`src/rtl/tomasulo_pkg.sv`:
```
// Shared Tomasulo core definitions: bus widths, execution-unit source IDs and
// the CDB beat record consumed by the ROB and reservation-station update logic.
package tomasulo_pkg;

  localparam int unsigned NUM_REQ = 3;
  localparam int unsigned DATA_W  = 32;
  localparam int unsigned TAG_W   = 3;
  localparam int unsigned RSIDX_W = 2;
  localparam int unsigned SRC_W   = 2;

  typedef enum logic [SRC_W-1:0] {
    SRC_RS1_U0 = 2'd0,
    SRC_RS1_U1 = 2'd1,
    SRC_RS2_U0 = 2'd2
  } src_id_t;

  typedef struct packed {
    logic [TAG_W-1:0]   tag;
    logic [DATA_W-1:0]  data;
    src_id_t            src;
    logic [RSIDX_W-1:0] rsidx;
  } cdb_beat_t;

endpackage

```
`src/rtl/rr_arbiter.sv`:
```
// Combinational rotate-priority picker.
// Ports:
//   req   - request vector, one bit per requester
//   ptr   - highest-priority index; search runs ptr, ptr+1, ... with wrap
//   grant - one-hot grant (all zero when req is zero)
//   idx   - encoded index of the granted requester (0 when nothing granted)
module rr_arbiter
  import tomasulo_pkg::*;
#(
  parameter int unsigned N     = NUM_REQ,
  parameter int unsigned PTR_W = (N > 1) ? $clog2(N) : 1
) (
  input  logic [N-1:0]     req,
  input  logic [PTR_W-1:0] ptr,
  output logic [N-1:0]     grant,
  output logic [PTR_W-1:0] idx
);

  logic             found;
  logic [PTR_W-1:0] pos;
  int unsigned      j;

  always_comb begin
    grant = '0;
    idx   = '0;
    found = 1'b0;
    pos   = '0;
    j     = 0;
    for (int unsigned k = 0; k < N; k++) begin
      // ptr is always < N, so a single subtraction implements the wrap.
      j = 32'(ptr) + k;
      if (j >= N) j = j - N;
      pos = PTR_W'(j);
      if (!found && req[pos]) begin
        found      = 1'b1;
        grant[pos] = 1'b1;
        idx        = pos;
      end
    end
  end

endmodule

```
`src/rtl/cdb_arbiter.sv`:
```
// Common data bus arbiter: picks one finished execution unit per free slot
// (round-robin from ptr), registers its result and broadcasts it as a single
// beat held until the consumer accepts it.
// Ports:
//   clk, rst_n             - clock, asynchronous active-low reset
//   flush                  - squash the pending beat; no grant this cycle
//   req_valid/tag/data/rsidx - per-unit pending result (packed slices)
//   req_ready              - combinational one-hot grant
//   cdb_valid/tag/data/src/rsidx - registered broadcast beat
//   cdb_ready              - consumer accepts the beat this cycle
module cdb_arbiter
  import tomasulo_pkg::*;
#(
  parameter int unsigned NUM_REQ = tomasulo_pkg::NUM_REQ,
  parameter int unsigned DATA_W  = tomasulo_pkg::DATA_W,
  parameter int unsigned TAG_W   = tomasulo_pkg::TAG_W,
  parameter int unsigned RSIDX_W = tomasulo_pkg::RSIDX_W
) (
  input  logic                       clk,
  input  logic                       rst_n,
  input  logic                       flush,
  input  logic [NUM_REQ-1:0]         req_valid,
  input  logic [NUM_REQ*TAG_W-1:0]   req_tag,
  input  logic [NUM_REQ*DATA_W-1:0]  req_data,
  input  logic [NUM_REQ*RSIDX_W-1:0] req_rsidx,
  output logic [NUM_REQ-1:0]         req_ready,
  output logic                       cdb_valid,
  output logic [TAG_W-1:0]           cdb_tag,
  output logic [DATA_W-1:0]          cdb_data,
  output logic [SRC_W-1:0]           cdb_src,
  output logic [RSIDX_W-1:0]         cdb_rsidx,
  input  logic                       cdb_ready
);

  localparam int unsigned PTR_W = (NUM_REQ > 1) ? $clog2(NUM_REQ) : 1;

  logic [PTR_W-1:0]   ptr;
  logic [NUM_REQ-1:0] pick;
  logic [PTR_W-1:0]   pick_idx;
  logic               slot_free;
  logic               grant_en;

  rr_arbiter #(
    .N     (NUM_REQ),
    .PTR_W (PTR_W)
  ) u_rr (
    .req   (req_valid),
    .ptr   (ptr),
    .grant (pick),
    .idx   (pick_idx)
  );

  assign slot_free = !cdb_valid || cdb_ready;
  // rst_n gates the grant so units never see a handshake while in reset.
  assign grant_en  = slot_free && !flush && rst_n;
  assign req_ready = grant_en ? pick : '0;

  always_ff @(posedge clk or negedge rst_n) begin
    if (!rst_n) begin
      cdb_valid <= 1'b0;
      cdb_tag   <= '0;
      cdb_data  <= '0;
      cdb_src   <= '0;
      cdb_rsidx <= '0;
      ptr       <= '0;
    end else if (flush) begin
      cdb_valid <= 1'b0;
    end else if (slot_free) begin
      if (|req_ready) begin
        cdb_valid <= 1'b1;
        cdb_tag   <= req_tag[pick_idx*TAG_W +: TAG_W];
        cdb_data  <= req_data[pick_idx*DATA_W +: DATA_W];
        cdb_rsidx <= req_rsidx[pick_idx*RSIDX_W +: RSIDX_W];
        cdb_src   <= SRC_W'(pick_idx);
        ptr       <= (pick_idx == PTR_W'(NUM_REQ - 1)) ? '0 : pick_idx + 1'b1;
      end else begin
        cdb_valid <= 1'b0;
      end
    end
  end

  // Two live requests targeting the same ROB entry is a requester bug.
  logic tag_collision;
  always_comb begin
    tag_collision = 1'b0;
    for (int unsigned a = 0; a < NUM_REQ; a++) begin
      for (int unsigned b = a + 1; b < NUM_REQ; b++) begin
        if (req_valid[a] && req_valid[b] &&
            req_tag[a*TAG_W +: TAG_W] == req_tag[b*TAG_W +: TAG_W])
          tag_collision = 1'b1;
      end
    end
  end

  a_no_tag_collision : assert property (@(posedge clk) disable iff (!rst_n) !tag_collision)
    else $error("cdb_arbiter: two valid requests share one ROB tag");

endmodule

```
`config.mk`:
```
export PLATFORM = sky130hd
export DESIGN_NAME = cdb_arbiter
export DESIGN_NICKNAME = d
export VERILOG_FILES = /design/src/rtl/tomasulo_pkg.sv /design/src/rtl/rr_arbiter.sv /design/src/rtl/cdb_arbiter.sv
export SDC_FILE = /design/constraint.sdc
export NUM_CORES = 1
export LEC_CHECK = 0
export ABC_AREA = 1
export ABC_CLOCK_PERIOD_IN_PS = 5000
export CELL_PAD_IN_SITES_DETAIL_PLACEMENT = 0
export CELL_PAD_IN_SITES_GLOBAL_PLACEMENT = 1
export CORE_MARGIN = 4
export CORE_UTILIZATION = 29
export DETAILED_ROUTE_END_ITERATION = 6
export PLACE_DENSITY_LB_ADDON = 0.3
export SYNTH_ARGS = -nofsm -noshare
export SYNTH_HDL_FRONTEND = slang
export SYNTH_SLANG_ARGS = --single-unit
```
`constraint.sdc`:
```
create_clock -name clk -period 5 [get_ports clk]
set_clock_uncertainty 0.2 [all_clocks]
set_input_delay 1 -clock clk [delete_from_list [all_inputs] [get_ports clk]]
set_output_delay 1 -clock clk [all_outputs]
set_load 0.1 [all_outputs]
```
Word-level counts from Yosys, hierarchy flattened
Index checks and enable logic that the tools add are counted.
{"block": "word_totals", "ff_bits": 42, "output_inout_bits": 43}
{"block": "classes", "eq_ne": 1, "bitwise_logic": 3, "n_mux": 28, "shifts": 3, "n_reduce_logical": 15, "multipliers": 1, "addsub": 6, "magnitude_cmp": 9}
{"operator": "$shiftx A96 B8 Y32", "count": 1}
{"operator": "$mux W2", "count": 7}
{"operator": "$mux W3", "count": 4}
{"operator": "$mux W1", "count": 11}
{"operator": "$lt A2 B3 Y1 const B", "count": 3}
{"operator": "$shiftx A9 B5 Y3", "count": 1}
{"operator": "$logic_and A1 B1 Y1", "count": 7}
{"operator": "$bmux W1 S2", "count": 3}
{"operator": "$demux W1 S2", "count": 3}
{"operator": "$ge A2 B1 Y1 const B", "count": 3}
{"operator": "$ge A3 B2 Y1 const B", "count": 2}
{"operator": "$or A3 B3 Y3", "count": 2}
{"operator": "$shiftx A6 B4 Y2", "count": 1}
{"operator": "$sub A2 B2 Y2 const B", "count": 3}
{"operator": "$logic_not A1 Y1", "count": 4}
{"operator": "$mul A2 B2 Y4 const B", "count": 1}
{"operator": "$add A2 B1 Y3 const B", "count": 1}
{"operator": "$add A2 B2 Y3 const B", "count": 1}
{"operator": "$reduce_and A3 Y1", "count": 1}
{"operator": "$reduce_or A3 Y1", "count": 1}
{"operator": "$add A2 B1 Y2 const B", "count": 1}
{"operator": "$eq A2 B2 Y1 const B", "count": 1}
{"operator": "$ge A2 B2 Y1 const B", "count": 1}
{"operator": "$reduce_bool A2 Y1", "count": 1}
{"operator": "other kinds (2)", "count": 2}

Longest topological paths before layout
{"block": "depth", "ltp_word": 16, "mapped_depth": 17, "depth_no_buf": 15}

By module
From an unflattened synthesis, not the netlist that was laid out.
{"block": "unflattened", "hier_cells": 417, "hier_area_um2": 2748.9}
{"module": "cdb_arbiter", "n_inst": 1, "seq_area_each_um2": 1051.0, "cells_each": 355, "area_each_um2": 2432.3}
{"module": "rr_arbiter", "n_inst": 1, "seq_area_each_um2": 0.0, "cells_each": 62, "area_each_um2": 316.6}

Worst setup path before layout
OpenSTA, ideal clock, no wires.
{"block": "synth_path", "kind": "input port to output port", "from": "input port req_valid[2]", "to": "output port req_ready[1]", "cell_stages": 11, "arrival_ns": 2.434, "required_time_ns": 3.800, "slack_ns": 1.366, "cell_sequence": "inv_1 -> o21ai_2 -> nand2_4 -> inv_2 -> nand2_1 -> nand2_1 -> inv_1 -> nand2_1 -> nand2_1 -> buf_2 -> inv_1"}
{"block": "synth_via", "elab_chain_len": 10, "elab_cells_between_ends": 18}
{"item": "start, declared", "line_no": "cdb_arbiter.sv:22", "source": "input logic [NUM_REQ-1:0] req_valid,"}
{"item": "$bmux W1 S2", "line_no": "rr_arbiter.sv:34", "source": "if (!found && req[pos]) begin"}
{"item": "$mux W1 (implied by the code)", "line_no": "rr_arbiter.sv:34"}
{"item": "$mux W1", "line_no": "rr_arbiter.sv:34"}
{"item": "$logic_not A1 Y1", "line_no": "rr_arbiter.sv:34"}
{"item": "$logic_and A1 B1 Y1", "line_no": "rr_arbiter.sv:34"}
{"item": "$mux W1", "line_no": "rr_arbiter.sv:34"}
{"item": "$logic_not A1 Y1", "line_no": "rr_arbiter.sv:34"}
{"item": "$logic_and A1 B1 Y1", "line_no": "rr_arbiter.sv:34"}
{"item": "$mux W3 (*)", "line_no": "rr_arbiter.sv:34"}
{"item": "$mux W3 (*)", "line_no": "cdb_arbiter.sv:56", "source": "assign req_ready = grant_en ? pick : '0;"}
{"item": "end, declared", "line_no": "cdb_arbiter.sv:26", "source": "output logic [NUM_REQ-1:0] req_ready,"}
Mark *: on every way between the ends. The rest lies on a longest branch, timed or not. The select of a mux whose other input is x is not followed.

Worst setup path in the final report
{"block": "layout_path", "from": "input port req_valid[2]", "to": "output port req_ready[2]"}
The elaborated chain is that of the path after synthesis.

==> run metrics <==
clk buf depth 2; nets@finish 800; max-cap violations 0; clk sink count 42; die area 13,100 um^2; worst r2r path cells 15; leading cell types by total area after synthesis dfrtp_1, nand2_1, nand3_1; Pwr Density 777 nW/um^2; period utilisation layout 80.9%; reg2reg setup slack 1.70 ns; initial antenna violation count 1; hold buffers post-CTS 0; Yosys top cell area share 31.9%; Syn Inst Count 539; GRT Util Overall 17.5%; Final TNS setup 0 ns; Chip Height 115 um; Synth area leader dfrtp_1; unrepaired setup endpoints after global routing false; synthesized net count 661; hold depth 2; H-tree levels 2; setup bufs post-CTS 0; WHS Endpoint cdb_data[18]; gr ovfl total 0; clock root buffer clkbuf_16; Async SR Flop Fraction 100%; drt initial violations 178; PostCTS Resize Cnt 0; number of fillers in the final layout 1,155; CP arrival 2.84 ns; row cnt 38; register area share after synthesis 31.9%; Slew headroom 30.2%; Pleak 2.76 nW; Max Clk Rate 247 MHz; worst r2r dst cdb_src[0]; Die X-Extent 115 um; DRT Pass-1 Iters 4; Synth Cell Area 3300 um^2; hpwl dp 8.13 mm; CTS tree yes; Non-Filler Instances 819; share of cells above drive strength 1 5.01%; largest net degree at the start of global routing 44; Final Hold Viols 0; drt wl/cell 14.1 um; Via density 4.69; VDD IR-drop max 0.650 mV; CTS buffer count 5; number of flops mapped to enable cells by yosys 0; worst hold path type reg -> reg; critical path fanouts, max 39; cell count after placement 811; startpoint types input port; Port Buf Inserts 160; gpl congestion 0.815; vias in the first global route 3,849; required time worst endpoint 3.80 ns; diode count 0; Ys Warns 0; fin crit period 4.04 ns; Initial Util 30.0%; Synth Register Bits 42; status finished, final reports clean; Worst Setup End Kind output pin; min-delay src cdb_data[18]; Synth cell types 20; Worst Tran Pin Value 1.04 ns; Area Growth Syn to Fin 55.4%; via count 3,844; Syn Area/Cell 6.11 um^2; reg2reg start ptr[0]; Most used DFF post-synth dfrtp_1; Final ANT Viol Nets 0; Tot Pwr 3.98 mW; final setup violation count 0; CTS clock-pin slew for the worst setup and hold paths 0.06 ns; global-route wire length before repair 18.7 mm; IO Pins 161; Placeable Area 11,000 um^2; residual DRC count 0; Max Slew Vio Count 0; worst skew pair latency 0.28 ns; DRT Wirelength 11.5 mm; WS Path Type in -> out
-- layer usage --
| metal | up-vias | GRT usage (%) | part of all wire [%] | wire [um] |
|---|---|---|---|---|
| met1 | 1748 | 21.6 | 42 | 4810 |
| met2 | 131 | 30.3 | 49 | 5610 |
| met5 | - | 0 | 0.17 | 20 |
| li1 | 1953 | - | - | - |
| met3 | 10 | 5.44 | 8.6 | 990 |
| met4 | 2 | 3.09 | 0.76 | 87 |
-- worst max path at each step --
stage                             from      endpoint  cells after the start
after floorplan           req_valid[2]  req_ready[1]                     11
after global routing      req_valid[2]  req_ready[2]                     10
after detailed placement  req_valid[2]  req_ready[2]                     10
after global placement    req_valid[2]  req_ready[2]                     10
final                     req_valid[2]  req_ready[2]                     10
after CTS                 req_valid[2]  req_ready[2]                     10
-- logic make-up after synthesis --
group,Yosys count,share of synthesized area (%)
and+or+nand+nor,359,48.3
DFF,42,31.9
buffers and inverters,130,17.2
AOI/OAI and AO/OA,4,1.10
adders and majority gates,4,1.52
-- report_power, final --
| group | internal, mW | switching (mW) |
|---|---|---|
| Clock | 0.198 | 0.130 |
| Combinational | 0.814 | 2.23 |
| Sequential | 0.508 | 0.0962 |
| Total | 1.52 | 2.46 |
-- Yosys cell counts (2+ instances only) --
master	n
nor2_1	4
nand3_2	2
clkbuf_1	3
inv_1	89
nand4_1	43
inv_2	4
ha_1	4
nand2_1	220
buf_4	5
nand3_1	87
dfrtp_1	42
buf_2	25
buf_6	4
-- cells in the final DEF (no fill, tap or decap) --
cell	instances
nand2_1	218
clkdlybuf4s50_1	156
inv_1	89
nand3_1	87
nand4_1	43
dfrtp_1	42
buf_4	9
clkbuf_16	5
inv_2	4
nor2_1	4
ha_1	4
buf_12	3
nand3_2	2
nand2_2	2
o21ai_2	1
nand2_4	1
o21ai_0	1
o21ai_4	1
nand3b_1	1
a31oi_4	1
nor2_4	1
clkbuf_8	1
clkinv_2	1
clkinvlp_4	1
buf_2	1
-- worst max-delay path, cell delays in order --
cell	delay (ns)
clkdlybuf4s50_1	0.54
inv_1	0.10
o21ai_0	0.16
nand2_1	0.11
nand3b_1	0.09
buf_4	0.40
nand2_1	0.13
nand2_2	0.08
inv_1	0.06
buf_12	0.16
-- through the flow --
step                area [um^2]  hold WS (ns)  utilization (%)  worst slack, ns
finish                     5120         0.331             46.6            0.957
CTS                        5120         0.333             46.6            0.962
global route               5120         0.349             46.6            0.783
floorplan                  3300         0.345                -             1.37
detailed placement         4970         0.318             45.3            0.968
global placement           4970         0.312             45.3             1.03
-- state kept, by name, indices dropped and copies added, names as in the netlist --
name and flops:
cdb_rsidx 2, cdb_data 32, cdb_valid 1, ptr 2, cdb_tag 3, cdb_src 2
-- layout make-up --
cell class              count  area (um^2)  area share (%)
clock buffers               6          139            2.71
clock inverters             2         12.5           0.244
inverters                  93          349            6.81
multi-input cells         367         1700            33.2
flip-flops and latches     42         1050            20.5
well taps                 140          175            3.42
repair buffers            169         1690            33.1
(Power assumes the default switching activity.)
